<file path="src/rtl/uart_tx_framer.sv">
// UART transmit framer: start bit, 8 data bits LSB first, optional parity, one stop bit.
// tx, busy and done are registered one cycle behind the FSM state, so all outputs are glitch-free.
module uart_tx_framer #(
    parameter int unsigned CLKS_PER_BIT = 1085,
    parameter int unsigned PARITY_EN    = 1,
    parameter int unsigned PARITY_ODD   = 0
) (
    input  logic       clk,
    input  logic       rst,
    input  logic       start,
    input  logic [7:0] data,
    output logic       tx,
    output logic       busy,
    output logic       done
);

    localparam int unsigned BW = $clog2(CLKS_PER_BIT);
    localparam logic [BW-1:0] BAUD_LAST = BW'(CLKS_PER_BIT - 1);

    typedef enum logic [2:0] {IDLE, START, DATA, PARITY, STOP} state_t;

    state_t        state, state_nxt;
    logic [BW-1:0] baud_cnt;
    logic [3:0]    bit_cnt;
    logic [7:0]    shift;
    logic          par;
    logic          fin;
    logic          baud_last;
    logic          bit_last;
    logic          accept;
    logic          tx_nxt;
    logic          frame_end;

    always_comb begin
        state_nxt = state;
        accept    = 1'b0;
        tx_nxt    = 1'b1;
        baud_last = (baud_cnt == BAUD_LAST);
        bit_last  = (bit_cnt == 4'd7);
        frame_end = 1'b0;
        case (state)
            IDLE: begin
                tx_nxt = 1'b1;
                if (start) begin
                    accept    = 1'b1;
                    state_nxt = START;
                end
            end
            START: begin
                tx_nxt = 1'b0;
                if (baud_last) state_nxt = DATA;
            end
            DATA: begin
                tx_nxt = shift[0];
                if (baud_last && bit_last) state_nxt = (PARITY_EN != 0) ? PARITY : STOP;
            end
            PARITY: begin
                tx_nxt = par;
                if (baud_last) state_nxt = STOP;
            end
            STOP: begin
                tx_nxt = 1'b1;
                if (baud_last) begin
                    state_nxt = IDLE;
                    frame_end = 1'b1;
                end
            end
            default: state_nxt = IDLE;
        endcase
    end

    always_ff @(posedge clk or posedge rst) begin
        if (rst) begin
            state    <= IDLE;
            tx       <= 1'b1;
            busy     <= 1'b0;
            fin      <= 1'b0;
            done     <= 1'b0;
            baud_cnt <= '0;
            bit_cnt  <= '0;
            shift    <= '0;
            par      <= 1'b0;
        end else begin
            state <= state_nxt;
            tx    <= tx_nxt;
            busy  <= (state != IDLE);
            // fin marks the STOP->IDLE edge; done follows it so it lines up with busy falling
            fin   <= frame_end;
            done  <= fin;

            if (state_nxt != state) begin
                baud_cnt <= '0;
                bit_cnt  <= '0;
            end else if (baud_last) begin
                baud_cnt <= '0;
                if (state == DATA) bit_cnt <= bit_cnt + 4'd1;
            end else begin
                baud_cnt <= baud_cnt + BW'(1);
            end

            if (accept) begin
                shift <= data;
                par   <= (^data) ^ (PARITY_ODD != 0);
            end else if (state == DATA && baud_last) begin
                shift <= {1'b0, shift[7:1]};
            end
        end
    end

endmodule

</file>
<file path="config.mk">
export PLATFORM = sky130hd
export DESIGN_NAME = uart_tx_framer
export DESIGN_NICKNAME = d
export VERILOG_FILES = /design/src/rtl/uart_tx_framer.sv
export SDC_FILE = /design/constraint.sdc
export NUM_CORES = 1
export LEC_CHECK = 0
export CORE_MARGIN = 8
export CORE_UTILIZATION = 45
export DETAILED_ROUTE_END_ITERATION = 12
export MAX_ROUTING_LAYER = met4
export PLACE_DENSITY = 0.68
export SKIP_LAST_GASP = 1
export SLEW_MARGIN = 15
export SYNTH_ARGS = -nofsm -noshare
export SYNTH_HDL_FRONTEND = slang
export SYNTH_SLANG_ARGS = --single-unit
</file>
<file path="constraint.sdc">
create_clock -name clk -period 2.63 [get_ports clk]
set_input_delay 0.3945 -clock clk [delete_from_list [all_inputs] [get_ports clk]]
set_output_delay 0.3945 -clock clk [all_outputs]
set_load 0.1 [all_outputs]
</file>
### Word-level counts from Yosys, hierarchy flattened

Cells that the tools add are included.

* flip-flop bits (word level): 31
* input bits: 11
* output and inout port bits: 3
* word-level logic and storage cells: 45

* $add $sub $neg: 2
* eq/ne operators: 7
* muxes and demuxes: 18
* reductions and logical operators: 9

Operator list (count)
* two-way mux 11 bit: 2
* two-way mux 8 bit: 2
* two-way mux 3 bit: 5
* case mux 3 bit (5 select lines): 1
* two-way mux 4 bit: 3
* adder 11 x 1 -> 11 bit, second input constant: 1
* equality test 11 bit, second input constant: 1
* XOR reduction 8 bit: 1
* equality test 3 x 2 -> 1 bit, second input constant: 2
* nonzero test 2 bit: 3
* adder 4 x 1 -> 4 bit, second input constant: 1
* equality test 4 x 3 -> 1 bit, second input constant: 1
* two-way mux 1 bit: 4
* equality test 3 x 1 -> 1 bit, second input constant: 1
* equality test 3 bit, second input constant: 1
* zero test 3 bit: 1
* != test 3 bit: 1
* case mux 1 bit (3 select lines): 1
* nonzero test 3 bit: 1
* logical AND 1 bit: 2
* AND reduction 2 bit: 1

### Depth between registers and ports, before layout

Gate-level depths: netlist of run 1.

* depth after elaboration: 7
* depth in mapped cells: 8
* depth with buffers taken out: 7

### Least setup slack after synthesis of run 1

No wires, ideal clock.

* path kind: reg-to-reg
* start point: reg baud_cnt[7]
* end point: reg bit_cnt[3]
* setup time: 0.128 ns
* data arrival time: 1.768 ns
* required time: 2.502 ns
* path slack: 0.735 ns
* cell stages (with the launch flop): 6
* buffers on the path: 0
* clock period less this slack: 1.895 ns
* cell sequence: dfrtp_1 > or4b_4 > nor4_4 > nand4_1 > xor2_1 > nor2_2

* word-level cells in the longest chain between the ends: 7
* elaborated cells on any way between the ends: 12
* those cells by class: 2 x eq/ne; 6 x mux; 4 x reduce/logical

Ends and longest elaborated chain
* start: declaration: RTL line 23 `logic [BW-1:0] baud_cnt;`
* start signal: assignment: RTL line 98 `baud_cnt <= baud_cnt + BW'(1);`
* equality test 11 bit *: RTL line 38 `baud_last = (baud_cnt == BAUD_LAST);`
* logical AND 1 bit: RTL line 55 `if (baud_last && bit_last) state_nxt = (PARITY_EN != 0) ? PARITY : STOP;`
* two-way mux 3 bit: RTL line 55
* case mux 3 bit (5 select lines): RTL line 41 `case (state)`
* != test 3 bit: RTL line 91 `if (state_nxt != state) begin`
* nonzero test 2 bit (no source line)
* AND reduction 2 bit (no source line)
* end signal: assignment: RTL line 96 `if (state == DATA) bit_cnt <= bit_cnt + 4'd1;`
* end: declaration: RTL line 24 `logic [3:0] bit_cnt;`

Every way passes the cells marked *; elsewhere a longest branch is shown, timed or not.
A chain may end at the register's enable or synchronous reset.

### Final worst setup path of run 1

* start point: reg baud_cnt[0]
* end point: reg shift[7]

* word-level cells in the longest chain between the ends: 3

Ends and longest elaborated chain
* equality test 11 bit: RTL line 38
* logical AND 1 bit: RTL line 104 `end else if (state == DATA && baud_last) begin`
* nonzero test 2 bit (no source line)
* end signal: assignment: RTL line 102 `shift <= data;`
* end signal: assignment: RTL line 105 `shift <= {1'b0, shift[7:1]};`
* end: declaration: RTL line 25 `logic [7:0] shift;`

Every way passes these cells.

==> summary.txt, run 1 <==
Worst setup path
  • Startpoint types: flop
  • Worst path bufs/invs: 1
  • Worst reg2reg path depth: 6
  • Largest stage delay, worst path: 0.49 ns
  • Setup Crit Path Kind: flop to flop
  • Worst endpoint required time: 2.86 ns
  • CP max-delay cell: nor4_4
  • Critical Path Fanout Max: 13
  • Worst path cell trace: inv_1 > ha_1 > or2b_2 > nor4_4 > nor2_2 > a22o_1
  • Worst Setup End Kind: flop
  • R2R Path Start: baud_cnt[0]
  • CP arrival: 2.29 ns
  • Reg2Reg Setup Slack: ~0.57 ns
  • Reg2Reg Capture Point: shift[7]
  • Delay-heaviest family, CP: simple AND/OR/NAND/NOR gates

Timing
  • Setup TNS: 0 ns
  • Hold Fails Final Rpt: 0
  • Post-route minimum period: approximately 2 ns
  • Period utilization: 0.784
  • RSZ-0062 raised after global routing: false
  • Clock skew: ~0.0063 ns
  • Finish-stage setup viols: 0
  • Worst Tran Pin Value: 0.567 ns
  • Pins over their slew limit: 0
  • Hold slack: between 0.3 and 0.4 ns
  • Fmax: 485 MHz
  • Worst slew margin: 0.622

Clocking
  • Clock sink count: 31
  • Clk slew on worst S/H paths: roughly 0.090 ns
  • Postcts setup bufs: 0
  • Hold-fix buffers, CTS: 0
  • H-Tree Depth: 2
  • Max Root-Sink Buffers: 2
  • Worst-Skew Late Latency: 0.33 ns
  • TritonCTS clock tree: built
  • Root buf cell: clkbuf_4
  • Post-CTS sizing: 0
  • CTS buffer count: 5

Die
  • Num rows: 21
  • Initial core utilization: 0.470
  • Chip width: about 75 um
  • Total core area: around 3400 um^2
  • Die height: 75.3 um
  • DIE AREA: around 5700 um^2
  • IO Pins: 14

Synthesis
  • Area leader, netlist: dfrtp_1
  • Number of synthesized register bits: 31
  • Post-Synth Adder-Cell Area: 0.0238
  • Synth warnings: 0
  • Synth Area in XOR/XNOR: 0.105
  • Complex-gate fraction of the synthesized area: 0.0744
  • Mux contribution to synthesized area: 0.0570
  • Post-Synth Simple-Gate Area: 0.214
  • Syn Inst Count: 156
  • Top-count cell post-synth: dfrtp_1
  • Mapped cell area: 1580 um^2
  • Top FF cell, synth: dfrtp_1
  • Area contributors post-synth: dfrtp_1 (48%), xnor2_1 (6.1%), mux2i_1 (5.7%)
  • Syn nets: 170
  • Share of the synthesized area in the top cell type: 0.475
  • Seq/Total Area, Yosys: 0.492
  • Synthesized area per cell: 10.1 um^2
  • Count of cell types in the netlist: 37
  • Largest family of logic cells by synthesized area: simple AND/OR/NAND/NOR gates
  • Most frequent cells after synthesis: dfrtp_1 (30), nand2_1 (19), nor2_1 (19)
  • Post-synth ARST share: 1.00
  • EDFF count, synth: 0

GRT
  • Global-route wire length before repair: between 5 and 6 mm
  • All-Layer GR Usage: 0.122
  • Largest net degree at the start of global routing: 14
  • Grt ovf: 0
  • Vias in the first global route: 1079
  • Initial antenna violation count: 0

Drt
  • Initial DRC Count: 54
  • Routed Wire Length: about 2.8 mm
  • Vias per Instance: 5.10
  • DR pass1 iterations: 4
  • Via Count: 1116
  • DRC viols: 0
  • Drt wl/cell: 12.8 um
  • DRT antenna net count: 0

Cells and area
  • Fraction of layout cells with a size suffix above 1: 0.133
  • Filler cells: 329
  • Core Util, Final: 0.532
  • Synthesis-to-layout area growth: 13.3%
  • ANT cells: 0
  • Fin cells: 219
  • Fin nets: 186

Power and ir drop
  • Design Power: ~800 uW
  • Worst VDD drop: ~190 uV
  • PD cells: between 400 and 500 nW/um^2
  • Leakage power total: 0.761 nW

Status
  • Status: complete, no violations

Hold path
  • Worst min path class: input port to async pin

Flow run
  • Max_cap viols: 0

Placed design
  • Global placer's final weighted congestion: around 0.82
  • Buffers on Ports: 13
  • DP HPWL: 2.19 mm
  • # placed instances: 211
-- metal layers --
metal	part of all wire	up-vias	GRT usage
met1	0.45	526	0.144
met2	0.49	15	0.184
met5	0	-	-
met4	0.020	0	0.0512
li1	-	569	-
met3	0.040	6	0.0439
-- cells in the final DEF, fill, tap and decap left out --
cell type | synthesis | layout
nand3_1 | 5 | 5
clkbuf_4 | 0 | 5
o21ai_2 | 4 | 4
nand2_1 | 19 | 19
a311oi_1 | 1 | 1
clkbuf_1 | 3 | 2
mux2i_1 | 9 | 9
nor4_4 | 1 | 1
buf_4 | 1 | 5
or2_2 | 1 | 1
ha_1 | 3 | 3
a21oi_1 | 4 | 4
o21ai_0 | 3 | 3
nor2_1 | 19 | 19
or3b_2 | 1 | 1
nand4b_1 | 1 | 1
clkdlybuf4s50_1 | 0 | 10
nand4_1 | 5 | 5
nor3_1 | 2 | 2
a22o_1 | 1 | 1
and2_1 | 1 | 1
inv_1 | 5 | 5
a22oi_1 | 1 | 1
nor2b_1 | 1 | 1
or3_1 | 1 | 1
a21o_1 | 1 | 1
dfstp_2 | 1 | 1
xnor2_1 | 11 | 11
clkinv_2 | 0 | 1
xor2_1 | 8 | 8
nor3b_1 | 2 | 2
o21ai_1 | 3 | 3
or2b_2 | 1 | 1
dfrtp_1 | 30 | 30
or4b_4 | 1 | 1
and4_1 | 1 | 1
nor4_1 | 1 | 1
nor2_2 | 2 | 2
-- cells by family after synthesis --
group / Yosys count
DFF: 31
xor gates and xnor gates: 19
adders and majority gates: 3
and+or+nand+nor: 65
AOI/OAI and AO/OA: 18
muxes: 9
buffers and inverters: 11
-- area by class of cell --
type                       instances  area, um^2  share of cell area
sequential                        31         777               0.434
timing repair buffer              15         138              0.0769
tap                               46        57.6              0.0321
clock buffer                       7        45.0              0.0252
multi-input combinational        114         749               0.419
clock inverter                     1        5.00             0.00280
inverter                           5        18.8              0.0105
-- flip-flops by register name, summed over array words and instances, names as in the netlist --
register and count:
done 1, baud_cnt 11, fin 1, tx 1, par 1, bit_cnt 4
busy 1, shift 8, state 3
-- through the flow --
stage	instance area, um^2	setup slack [ns]
2_1_floorplan	1580	0.735
3_3_place_gp	1740	0.616
3_5_place_dp	1740	0.581
4_1_cts	1790	0.560
5_1_grt	1790	0.390
6_report	1790	0.569
-- worst max path at each step --
| stage | slack, ns | startpoint | to | cells after the start |
|---|---|---|---|---|
| 2_1_floorplan | 0.73 | baud_cnt[7] | bit_cnt[3] | 5 |
| 3_3_place_gp | 0.62 | baud_cnt[7] | shift[7] | 4 |
| 3_5_place_dp | 0.58 | baud_cnt[0] | shift[7] | 6 |
| 4_1_cts | 0.56 | baud_cnt[0] | shift[7] | 6 |
| 5_1_grt | 0.39 | baud_cnt[0] | shift[4] | 7 |
| 6_report | 0.57 | baud_cnt[0] | shift[7] | 6 |
-- where the power goes --
group          internal, mW  total [mW]  leakage [nW]  switching [mW]
Combinational        0.0279      0.0510         0.334          0.0230
Clock                 0.104       0.257        0.0293           0.153
Sequential            0.477       0.478         0.397        0.000945
Total                 0.609       0.786         0.761           0.177
(Power assumes the default switching activity.)
==> run 2, diff against run 1 <==
==> constraint.sdc (replaced) <==
create_clock -name clk -period 2 [get_ports clk]
set_input_delay 0.3 -clock clk [delete_from_list [all_inputs] [get_ports clk]]
set_output_delay 0.3 -clock clk [all_outputs]
set_load 0.1 [all_outputs]
==> summary.txt, run 2 (synthesized netlist as in run 1, its figures left out) <==
Status
  • Status: complete, no violations

Cells and area
  • Filler cells: 328 (-0.30%)
  • Commonest cells after routing, fill and taps aside: dfrtp_1 (30), nand2_1 (19), nor2_1 (19), buf_4 (19), xnor2_1 (11)
  • Fin nets: 201 (+8.1%)
  • Max reg flops: 11 (unchanged)
  • Fraction of layout cells with a size suffix above 1: 0.207 (+0.0745)
  • Most flop-heavy register: baud_cnt
  • Top Registers: baud_cnt: 11 flops, shift: 8 flops, bit_cnt: 4 flops
  • ANT cells: 0 (unchanged)
  • Commonest non-fill, non-tap cell in the layout: dfrtp_1
  • Synthesis-to-layout area growth: 21.1%
  • Core Util, Final: 0.569 (+0.0368)

Drt
  • Drt wl/cell: 13.1 um (+2.6%)
  • DRC viols: 0 (unchanged)
  • DR pass1 iterations: 4 (unchanged)
  • Initial DRC Count: 66 (+22%)
  • Routed Wire Length: 3.07 mm (+9.6%)
  • DRT antenna net count: 0 (unchanged)
  • Vias per Instance: 4.99 (-2.0%)
  • Via Count: 1168 (+4.7%)

Worst setup path
  • Worst path cell trace: or4b_4 > nor4_1 > nand4b_1 > a21oi_1 > nor2_1
  • CP max-delay cell: or4b_4
  • Setup Crit Path Kind: flop to flop
  • Largest stage delay, worst path: 0.58 ns (+0.09 ns)
  • Worst Setup End Kind: flop
  • Worst endpoint required time: 2.21 ns (-0.65 ns)
  • Reg2Reg Capture Point: baud_cnt[7]
  • Delay-heaviest family, CP: simple AND/OR/NAND/NOR gates
  • Critical Path Fanout Max: 4 (-9)
  • Worst path bufs/invs: 0 (-1)
  • CP arrival: 2.14 ns (-0.15 ns)
  • Critical path origin: baud_cnt[9]
  • Worst reg2reg path depth: 5 (-1)
  • Startpoint types: flop
  • Reg2Reg Setup Slack: 0.07 ns (-0.50 ns)
  • R2R Path Start: baud_cnt[9]

Power and ir drop
  • Worst VDD drop: 300 uV (+62%)
  • Flop pwr share: 0.609 (about the same)
  • Clock Power Share: 0.328 (about the same)
  • PD cells: 539 nW/um^2 (+23%)
  • Internal: 799 uW (+31%)
  • Switching Share: 0.225 (about the same)
  • Design Power: 1.03 mW (+31%)
  • Sw Pwr: 233 uW (+31%)
  • Leakage power total: 0.842 nW (+11%)
  • Comb power frac: 0.063 (-0.002)

Clocking
  • Worst-Skew Late Latency: 0.33 ns (about the same)
  • H-Tree Depth: 2 (unchanged)
  • Root buf cell: clkbuf_4
  • Max Root-Sink Buffers: 2 (unchanged)
  • Clk slew on worst S/H paths: 0.09 ns (about the same)
  • Hold-fix buffers, CTS: 0 (unchanged)
  • Clock sink count: 31 (unchanged)
  • CTS buffer count: 5 (unchanged)
  • TritonCTS clock tree: built

Die
  • IO Pins: 14 (unchanged)
  • Chip width: 75.3 um (unchanged)
  • DIE AREA: 5660 um^2 (unchanged)
  • Num rows: 21 (unchanged)
  • Initial core utilization: 0.470 (unchanged)
  • Die height: 75.3 um (unchanged)
  • Total core area: 3360 um^2 (unchanged)

GRT
  • Global-route wire length before repair: 4.93 mm (-1.9%)
  • Vias in the first global route: 1138 (+5.5%)
  • Grt ovf: 0 (unchanged)
  • Initial antenna violation count: 0 (unchanged)
  • All-Layer GR Usage: 0.121 (-0.00131)
  • Largest net degree at the start of global routing: 32 (+18)

Placed design
  • Buffers on Ports: 13 (unchanged)
  • DP HPWL: 2.16 mm (-1.5%)
  • Global placer's final weighted congestion: 0.925 (+13%)

Timing
  • Fmax: 518 MHz (+6.8%)
  • Pins over their slew limit: 0 (unchanged)
  • Setup TNS: 0 ns (unchanged)
  • Hold Fails Final Rpt: 0 (unchanged)
  • Worst Tran Pin Value: 0.576 ns (+0.00875 ns)
  • Worst slew margin: 0.616 (-0.00584)
  • RSZ-0062 raised after global routing: false
  • Period utilization: 0.965 (+0.181)
  • Post-route minimum period: 1.93 ns (-0.131 ns)
  • Clock skew: 0.0114 ns (+0.00507 ns)
  • Finish-stage setup viols: 0 (unchanged)

Flow run
  • Max_cap viols: 0 (unchanged)

Hold path
  • Worst min path class: input port to async pin
[run 2: worst max-delay path by stage]
stage,endpoint,cells past startpoint
2_1_floorplan,bit_cnt[3],5
3_3_place_gp,bit_cnt[0],5
3_5_place_dp,bit_cnt[1],5
4_1_cts,bit_cnt[1],5
5_1_grt,bit_cnt[3],6
6_report,baud_cnt[7],5
[run 2: layout make-up]
type	count	area, um^2	area share
tap	46	57.6	0.0301
timing repair buffer	30	254	0.133
sequential	31	777	0.406
clock buffer	7	45.0	0.0235
clock inverter	1	5.00	0.00261
multi-input combinational	114	757	0.395
inverter	5	18.8	0.00980
[run 2: routing by layer]
layer  routed length (um)  GRT usage
met5                    0          -
met4                   74     0.0704
met3                  150     0.0386
met2                 1490      0.185
met1                 1350      0.136
[run 2: worst min-delay path: cells and delay by family]
kind                   cells  cell delay [ns]
buffers and inverters      3             0.80
[run 2: per-stage QoR]
stage / setup slack [ns] / hold slack, ns / area, um^2 / std cells
after floorplan: 0.105 / 0.331 / 1580 / 156
after global placement: 0.111 / 0.333 / 1810 / 220
after detailed placement: 0.0704 / 0.340 / 1810 / 220
after CTS: 0.0443 / 0.355 / 1860 / 228
after global routing: 0.000394 / 0.370 / 1910 / 234
final: 0.0696 / 0.345 / 1910 / 234
[run 2: power by group through the flow]
stage	sequential (mW)	clock (mW)	combinational, mW
after floorplan	0.640	0	0.0342
final	0.628	0.339	0.0646
after CTS	0.629	0.357	0.0661
after global placement	0.641	0	0.0650
after detailed placement	0.641	0	0.0658
after global routing	0.629	0.380	0.0709
[run 2: timing repair]
action,4_1_cts,5_1_grt
hold endpoints to repair,0,0
gates resized for setup,0,3
buffers inserted,0,6
setup endpoints to repair,0,3
